### src/rtl/fetch_ctrl.sv
// Fetch sequencer: owns the fetch PC, issues one instruction-memory request at a
// time, applies exception/branch redirects, drops stale responses, buffers one instruction.
module fetch_ctrl #(
  parameter logic [63:0] PC_START = 64'h0000_0000_8000_0000
) (
  input  logic        clk,
  input  logic        rst,
  input  logic        excp_jmp_ena,
  input  logic [63:0] excp_pc,
  input  logic        bj_ena,
  input  logic [63:0] new_pc,
  output logic        imem_req_valid,
  input  logic        imem_req_ready,
  output logic [63:0] imem_req_addr,
  input  logic        imem_resp_valid,
  input  logic [31:0] imem_resp_data,
  output logic        inst_valid,
  output logic [31:0] inst,
  output logic [63:0] inst_pc,
  input  logic        id_ready,
  output logic [1:0]  o_dbg_state
);

  localparam logic [1:0] ST_IDLE = 2'd0;
  localparam logic [1:0] ST_REQ  = 2'd1;
  localparam logic [1:0] ST_WAIT = 2'd2;
  localparam logic [1:0] ST_HOLD = 2'd3;

  logic [1:0]  r_state;
  logic [63:0] r_fetch_pc;
  logic [63:0] r_req_pc;
  logic        r_drop;
  logic        r_inst_valid;
  logic [31:0] r_inst;
  logic [63:0] r_inst_pc;

  logic        w_redirect;
  logic [63:0] w_target;
  logic        w_accept;
  logic        w_resp;
  logic        w_load;
  logic        w_consume;

  // Handshakes: a request transfers on a cycle where imem_req_valid & imem_req_ready;
  // the buffer transfers to decode on a cycle where inst_valid & id_ready.
  assign w_redirect = excp_jmp_ena | bj_ena;
  assign w_target   = excp_jmp_ena ? excp_pc : new_pc;
  assign w_accept   = (r_state == ST_REQ) & imem_req_ready;
  assign w_resp     = (r_state == ST_WAIT) & imem_resp_valid;
  assign w_load     = w_resp & ~r_drop & ~w_redirect;
  assign w_consume  = r_inst_valid & id_ready;

  assign imem_req_valid = (r_state == ST_REQ);
  assign imem_req_addr  = r_fetch_pc;
  assign inst_valid     = r_inst_valid;
  assign inst           = r_inst;
  assign inst_pc        = r_inst_pc;
  assign o_dbg_state    = r_state;

  always_ff @(posedge clk) begin
    if (rst) begin
      r_state    <= ST_IDLE;
      r_fetch_pc <= PC_START;
      r_req_pc   <= 64'd0;
      r_drop     <= 1'b0;
    end else begin
      if (w_redirect) begin
        r_fetch_pc <= w_target;
      end else if (w_accept) begin
        r_fetch_pc <= r_fetch_pc + 64'd4;
      end

      if (w_accept) begin
        r_req_pc <= r_fetch_pc;
      end

      // A redirect while a request is (or becomes) outstanding marks its response stale.
      if (w_accept) begin
        r_drop <= w_redirect;
      end else if (w_resp) begin
        r_drop <= 1'b0;
      end else if ((r_state == ST_WAIT) && w_redirect) begin
        r_drop <= 1'b1;
      end

      case (r_state)
        ST_IDLE: r_state <= ST_REQ;
        ST_REQ: begin
          if (w_accept) r_state <= ST_WAIT;
        end
        ST_WAIT: begin
          // id_ready in the response cycle is decode's promise to take the new word
          // next cycle, which lets the next request overlap with that consume.
          if (w_resp) r_state <= (w_load && !id_ready) ? ST_HOLD : ST_REQ;
        end
        ST_HOLD: begin
          if (w_redirect || id_ready) r_state <= ST_REQ;
        end
        default: r_state <= ST_IDLE;
      endcase
    end
  end

  always_ff @(posedge clk) begin
    if (rst) begin
      r_inst_valid <= 1'b0;
      r_inst       <= 32'd0;
      r_inst_pc    <= 64'd0;
    end else if (w_redirect) begin
      r_inst_valid <= 1'b0;
    end else if (w_load) begin
      r_inst_valid <= 1'b1;
      r_inst       <= imem_resp_data;
      r_inst_pc    <= r_req_pc;
    end else if (w_consume) begin
      r_inst_valid <= 1'b0;
    end
  end

endmodule

### config.mk
export PLATFORM = sky130hd
export DESIGN_NAME = fetch_ctrl
export DESIGN_NICKNAME = d
export VERILOG_FILES = /design/src/rtl/fetch_ctrl.sv
export SDC_FILE = /design/constraint.sdc
export NUM_CORES = 1
export LEC_CHECK = 0
export BUFFER_PORTS_ARGS = -buffer_cell sky130_fd_sc_hd__buf_4
export CAP_MARGIN = 20
export CORE_AREA = 3 3 165 167
export CTS_BUF_LIST = sky130_fd_sc_hd__clkbuf_4 sky130_fd_sc_hd__clkbuf_8
export CTS_CLUSTER_SIZE = 40
export DETAILED_ROUTE_END_ITERATION = 8
export DIE_AREA = 0 0 168 170
export PLACE_DENSITY = 0.68
export SETUP_SLACK_MARGIN = 0.05
export SYNTH_ARGS = -nofsm -noshare
export SYNTH_HDL_FRONTEND = slang
export SYNTH_SLANG_ARGS = --single-unit
export TNS_END_PERCENT = 30
### constraint.sdc
create_clock -name clk -period 5.59 [get_ports clk]
set_input_delay 0.8385 -clock clk [delete_from_list [all_inputs] [get_ports clk]]
set_output_delay 0.8385 -clock clk [all_outputs]
set_load 0.01 [all_outputs]
Yosys cells after proc, flatten, opt, wreduce, memory -nomap -nowiden
Index checks and enable logic that the tools add are counted.
{ "word_totals": {"register_bits": 228, "out_inout_bits": 164} }
{ "classes": {"add_sub_neg": 1, "eq_ne": 6, "n_mux": 13, "n_bitwise": 8, "reduce_logical": 11} }
{ "op_table": {"columns": ["operator", "n"], "rows": [
  ["$mux W64", 3],
  ["$add A64 B3 Y64 const B", 1],
  ["$mux W2", 4],
  ["$pmux W2 S4", 1],
  ["$and A1 B1 Y1", 5],
  ["$mux W1", 5],
  ["$eq A2 B2 Y1 const B", 2],
  ["$ne A2 B2 Y1 const B", 2],
  ["$reduce_bool A2 Y1", 2],
  ["$reduce_and A3 Y1", 1],
  ["$reduce_bool A3 Y1", 1],
  ["$eq A2 B1 Y1 const B", 1],
  ["$logic_and A1 B1 Y1", 2],
  ["$logic_not A2 Y1", 1],
  ["$ne A2 B1 Y1 const B", 1],
  ["$not A1 Y1", 2],
  ["$reduce_and A2 Y1", 1],
  ["$reduce_or A2 Y1", 1],
  ["$logic_not A1 Y1", 1],
  ["$logic_or A1 B1 Y1", 1],
  ["$or A1 B1 Y1", 1]
]} }

Logic depth before layout (Yosys ltp)
Gate-level depths: netlist (run 1).
{ "depth": {"word_depth": 8, "depth_mapped": 10} }

Least setup slack after synthesis (run 1)
No wires, ideal clock.
{ "synth_timing": {"kind": "input -> register", "start": "input port bj_ena", "end": "register r_inst[22] (netlist: inst[22])", "setup_time_ns": 0.070, "arrival_time_ns": 2.608, "t_required_ns": 5.520, "slack_ns": 2.912, "path_stages": 8, "n_path_buf": 4, "cell_sequence": "clkbuf_1 or2_1 clkbuf_1 nor3_1 clkbuf_1 clkbuf_1 nand2_1 a21oi_1"} }
{ "synth_between": {"elab_chain_len": 4} }
{ "synth_lines": {"columns": ["item", "line_no", "rtl"], "rows": [
  ["start: declaration", "10", "input logic bj_ena,"],
  ["$or A1 B1 Y1 *", "46", "assign w_redirect = excp_jmp_ena | bj_ena;"],
  ["$not A1 Y1 (no line) *", null, null],
  ["$and A1 B1 Y1", "50", "assign w_load = w_resp & ~r_drop & ~w_redirect;"],
  ["$reduce_and A2 Y1 (no line) *", null, null],
  ["end signal: assignment", "113", "r_inst <= imem_resp_data;"],
  ["end: declaration", "34", "logic [31:0] r_inst;"]
]} }
Mark *: on every way between the ends. The rest lies on a longest branch, timed or not.
A chain may end at the register's enable or synchronous reset.

Worst setup path after layout (run 1)
{ "layout_timing": {"start": "register r_fetch_pc[7] (netlist: imem_req_addr[7])", "end": "register r_fetch_pc[47] (netlist: imem_req_addr[47])"} }
{ "layout_between": {"elab_chain_len": 3} }
{ "layout_lines": {"columns": ["item", "line_no", "rtl"], "rows": [
  ["start: declaration", "30", "logic [63:0] r_fetch_pc;"],
  ["start signal: assignment", "68", "r_fetch_pc <= w_target;"],
  ["start signal: assignment", "70", "r_fetch_pc <= r_fetch_pc + 64'd4;"],
  ["$add A64 B3 Y64", "70", null],
  ["$mux W64", "69", "end else if (w_accept) begin"],
  ["$mux W64", "67", "if (w_redirect) begin"]
]} }
No other way between the ends. The select of a mux whose other input is x is not followed.

==> results of run 1 <==
[logic make-up (layout without fill, tap and decap cells)]
group	after synthesis	count (layout)	synth area share, %
AND/OR/NAND/NOR	596	596	25.4
flip-flops	228	228	44.4
adder cells (fa/ha/maj)	4	4	0.487
multiplexers	9	9	0.877
AO/OA/AOI/OAI	403	403	22.5
buffers and inverters	122	428	4.58
XOR/XNOR	21	21	1.79
[registers in the layout, summed over array words and instances (netlist names)]
name and flops:
r_drop 1, inst 32, inst_valid 1, imem_req_addr 64, r_req_pc 64, o_dbg_state 2
inst_pc 64
[cell usage in the layout (no fill, tap or decap), types with 9 or more instances in the layout]
cell type	synthesis	final
a211oi_1	20	20
a21oi_1	240	240
and3_1	18	18
buf_4	0	339
clkbuf_4	0	12
clkbuf_8	0	49
dfxtp_1	228	228
inv_1	14	14
mux2i_1	9	9
nand2_1	380	379
nand3_1	22	22
nand4_1	19	19
nor2_1	73	72
nor3_1	24	23
nor4_1	22	22
o21ai_0	57	57
o22ai_1	29	29
xnor2_1	16	16
[per-layer routing]
| layer | global-route usage, % | routed length (µm) | up-vias |
|---|---|---|---|
| met4 | 7.29 | 911 | 2 |
| met2 | 41.6 | 17800 | 529 |
| met5 | 0 | 10 | - |
| met1 | 33.8 | 16300 | 5306 |
| met3 | 5.37 | 3490 | 78 |
| li1 | - | - | 5348 |
[path summary, 6_finish.rpt]
check / startpoint / slack, ps / endpoint
max: imem_req_addr[7] / 2500 / imem_req_addr[47]
min: r_req_pc[31] / 450 / inst_pc[31]
max reg2reg: imem_req_addr[7] / 2500 / imem_req_addr[47]
min reg2reg: r_req_pc[31] / 450 / inst_pc[31]
[power groups by stage]
| stage | registers, W | logic (W) | clock network, W |
|---|---|---|---|
| 2_1_floorplan | 0.00179 | 0.000246 | 0 |
| 3_3_place_gp | 0.00180 | 0.000489 | 0 |
| 3_5_place_dp | 0.00180 | 0.000495 | 0 |
| 4_1_cts | 0.00177 | 0.000497 | 0.00174 |
| 5_1_grt | 0.00178 | 0.000543 | 0.00182 |
| 6_report | 0.00177 | 0.000498 | 0.00172 |
[metrics by stage]
step	setup WS (ps)	util, %	instances	cell area, µm²
after global routing	2340	53.2	2024	13800
after floorplan	2910	-	1383	10300
after detailed placement	2450	49.7	1952	12900
after global placement	2420	49.7	1952	12900
final	2500	53.2	2024	13800
after CTS	2580	53.1	2023	13800
[worst max-delay path, stage by stage, from the launching register on]
cell      delay [ps]
dfxtp_1          460
nand4_1          530
or4_1            750
nor4_2           640
o22ai_1          150
a221oi_1         340
nor2_1            60
[layout make-up]
cell class,count,area (µm²)
multi-input combinational,1033,5270
timing repair buffer,341,2580
fill,2543,12100
clock buffer,61,764
inverter,16,60.1
clock inverter,10,125
sequential,228,4560
tap,335,419
==> run metrics, run 1 <==
max_cap viols 0; Logic pwr share 12.5%; postcts setup bufs 0; port bufs 330; Via Count ~11000; Area contributors post-synth dfxtp_1, nand2_1, a21oi_1; GRT Overall Usage around a quarter; Syn. warnings 0; drt first pass iters 7; std cell rows 59; DPL Wire Length around 27 mm; critical path required time 5970 ps; clock tree buffer depth 3; Yosys top cell area share ~44%; Syn Area/Cell between 7 and 8 µm²; Max IR drop VDD approximately 0.15 mV; Initial Util about two fifths; Die Area 28600 µm²; Core Area around 26000 µm²; Detailed Route WL between 30 and 40 mm; type of origin of the critical path register; Lkg Pwr between 5 and 6 nW; post-synth net total ~1600; sw power 0.00107 W; total grt overflow 0; setup TNS 0 ps; vias in the first global route ~11000; Slew @ Worst Pin 1060 ps; Synth Register Bits ~230; relative max-transition margin 29.6%; ANT cells 0; Worst-path clk slew about 70 ps; first-pass GRT wire length between 50 and 60 mm; Clk pwr share approximately 43%; Hold Vio Cnt, Final 0; CTS tree yes; hold buffers post-CTS 0; leading area contributor after synthesis dfxtp_1; Hold Crit Class register to register; CTS resizes 0; final hold slack 449 ps; status finished, final reports clean; Total Power between 0.003 and 0.004 W; CP Max Fanout 13; asr flop ratio synth 0%; Post-Syn Instances approximately 1400; Tcrit/Tclk final between 50 and 60%; H-tree depth reported by CTS 2; Syn-to-layout area delta 34.2%; Syn Std Cell Area about 10000 µm²; Worst Hold Depth 2; Clock Tree Root clkbuf_8; Worst Clk Skew about 22 ps; # IOs 331; Final min period roughly 3100 ps; CTS buffer count 40; Setup Viol. Count Final 0; distinct cell type count after synthesis 60; prevailing post-synth register cell dfxtp_1; worst skew pair latency roughly 550 ps; DR WL/cell 19.0 µm; DR iter-0 viols between 1000 and 1500; pin count of the biggest net entering global routing about 130; Internal just under 0.003 W; nets 1831; reg2reg path depth 6; sw frac between 20% and 30%; register area share after synthesis 44.4%; PwrDens approximately 290 nW/µm²; Fmax achieved around 0.32 GHz; die width around 170 µm; clock sinks about 230; Setup CP Type register to register; share of layout cells above drive strength 1 25.3%; register share of total power 44.4%; most frequent cell after synthesis nand2_1; RSZ-0062 raised after global routing no; Critical Path Sink Type register; EDFF count, synth 0; data arrival time of the worst path 3470 ps; initial antenna violation count 1; global placement routability congestion ~0.9; Commonest cells post-synth nand2_1, a21oi_1, dfxtp_1; die height around 170 µm; via/cell ratio ~5.6; fin. max-slew vios 0; post-route ant nets 0; drt drc 0
No activity file was read; power rests on OpenSTA's default activity.
==> inputs of run 2 (changes only) <==
- clock period: 5.59 -> 3.02 ns (I/O delays scaled with it)
==> run 2 against run 1 <==
Compared with the run above:
- flip-flop and latch count stayed put
- critical endpoint unchanged
- non-clock buffer count is 20 higher
- maximum frequency is 16% higher
- cell area is 1.1% higher
- routed wire length is 0.31% higher
- largest power group unchanged
- critical path type unchanged
- via count hardly changed
==> run metrics, run 2 (same netlist as run 1, synthesis figures left out) <==
status finished, final reports clean; Hold Crit Class input port to register; Max IR drop VDD roughly 0.30 mV; Lkg Pwr 5.47 nW; critical path required time 3410 ps; type of origin of the critical path register; drt first pass iters 5; std cell rows 59; final instance area roughly 14000 µm²; Detailed Route WL around 39 mm; Hold Vio Cnt, Final 0; total grt overflow 0; non-filler cells, final around 2000; Syn-to-layout area delta 35.6%; port bufs 330; CP Max Fanout 8; clock sinks 228; CTS tree yes; CTS buffer count 40; met3 WL just under 4 mm; Slew @ Worst Pin between 1000 and 1500 ps; worst skew pair latency approximately 530 ps; hold buffers post-CTS 0; relative max-transition margin around 30%; vias in the first global route ~10000; Via Count approximately 11000; Top Layer Used met4; postcts setup bufs 0; Worst Clk Skew between 15 and 20 ps; WL met1 between 15 and 20 mm; Worst-path clk slew ~70 ps; Tcrit/Tclk final ~88%; die height ~170 µm; most frequent cells in the layout nand2_1, buf_4, a21oi_1; Die Area approximately 29000 µm²; global placement routability congestion 0.912; Worst path max stage delay about 650 ps; Critical Path Sink Type register; via/cell ratio approximately 5.5; PwrDens between 500 and 600 nW/µm²; Setup Viol. Count Final 0; DPL Wire Length about 27 mm; H-tree depth reported by CTS 2; CTS resizes 0; Placed Cells 1973; initial antenna violation count 1; clock tree buffer depth 3; critical-path cell list nand4_1 > or4_1 > nor4_2 > o22ai_1 > a221oi_1 > nor2_1; fin. max-slew vios 0; DR WL/cell ~19 µm; Clock Tree Root clkbuf_8; CP max stage cell or4_1; Core Area between 20000 and 30000 µm²; nets between 1500 and 2000; commonest non-fill, non-tap cell in the layout nand2_1; Initial Util between 30% and 40%; DR iter-0 viols 1000; first-pass GRT wire length 58.0 mm; max_cap viols 0; GRT Overall Usage around a quarter; Setup CP Type register to register; Met2 Wirelength 17.6 mm; pin count of the biggest net entering global routing between 100 and 150; share of layout cells above drive strength 1 between 20% and 30%; # IOs roughly 330; drt drc 0; Fmax achieved roughly 0.38 GHz; post-route ant nets 0; cell area after placement roughly 13000 µm²; die width between 150 and 200 µm; Final min period 2660 ps; setup TNS 0 ps; RSZ-0062 raised after global routing no; data arrival time of the worst path around 3000 ps
-- run 2: changes by cell type in the layout (fill, tap and decap cells not counted), sizes merged --
cell,before,now
clkinv,9,5
buf,341,361
diode,0,1
-- run 2: final timing paths --
kind | start | end | slack [ps] | depth (start not counted)
setup / recovery | imem_req_addr[7] | imem_req_addr[47] | 360 | 6
setup reg to reg | imem_req_addr[7] | imem_req_addr[47] | 360 | 6
hold reg to reg | r_req_pc[44] | inst_pc[44] | 450 | 2
hold / removal | excp_pc[2] | imem_req_addr[2] | 160 | 3
-- run 2: power breakdown --
group	internal (W)	total, W	switching [W]
clock	0.00189	0.00315	0.00126
combinational	0.000429	0.000969	0.000541
sequential	0.00312	0.00327	0.000154
total	0.00543	0.00739	0.00196
-- run 2: critical path: cells and delay by family (launching register included) --
| kind | cells | cell delay [ps] |
|---|---|---|
| AND/OR/NAND/NOR | 4 | 1550 |
| AO/OA/AOI/OAI | 2 | 510 |
| flip-flops | 1 | 460 |
-- run 2: final cells by class --
class,count,area (µm²)
fill,2547,12000
clock buffer,61,777
clock inverter,6,105
multi-input combinational,1033,5270
tap,335,419
timing repair buffer,361,2740
inverter,16,60.1
sequential,228,4560
antenna,1,2.50
-- run 2: metal layers --
metal  vias to the layer above  track usage (%)
met2                       573             40.6
met4                         0             9.25
li1                       5395                -
met3                        83             6.62
met1                      5221             32.8
met5                         -                0
-- run 2: through the flow --
stage / hold WS (ps) / utilization [%] / total power (W) / setup WS (ps)
detailed placement: 444 / 50.4 / 0.00429 / 429
global route: 151 / 53.8 / 0.00768 / 84.4
CTS: 134 / 53.8 / 0.00744 / 426
global placement: 436 / 50.4 / 0.00427 / 539
finish: 162 / 53.8 / 0.00739 / 360
floorplan: 432 / - / 0.00377 / 628
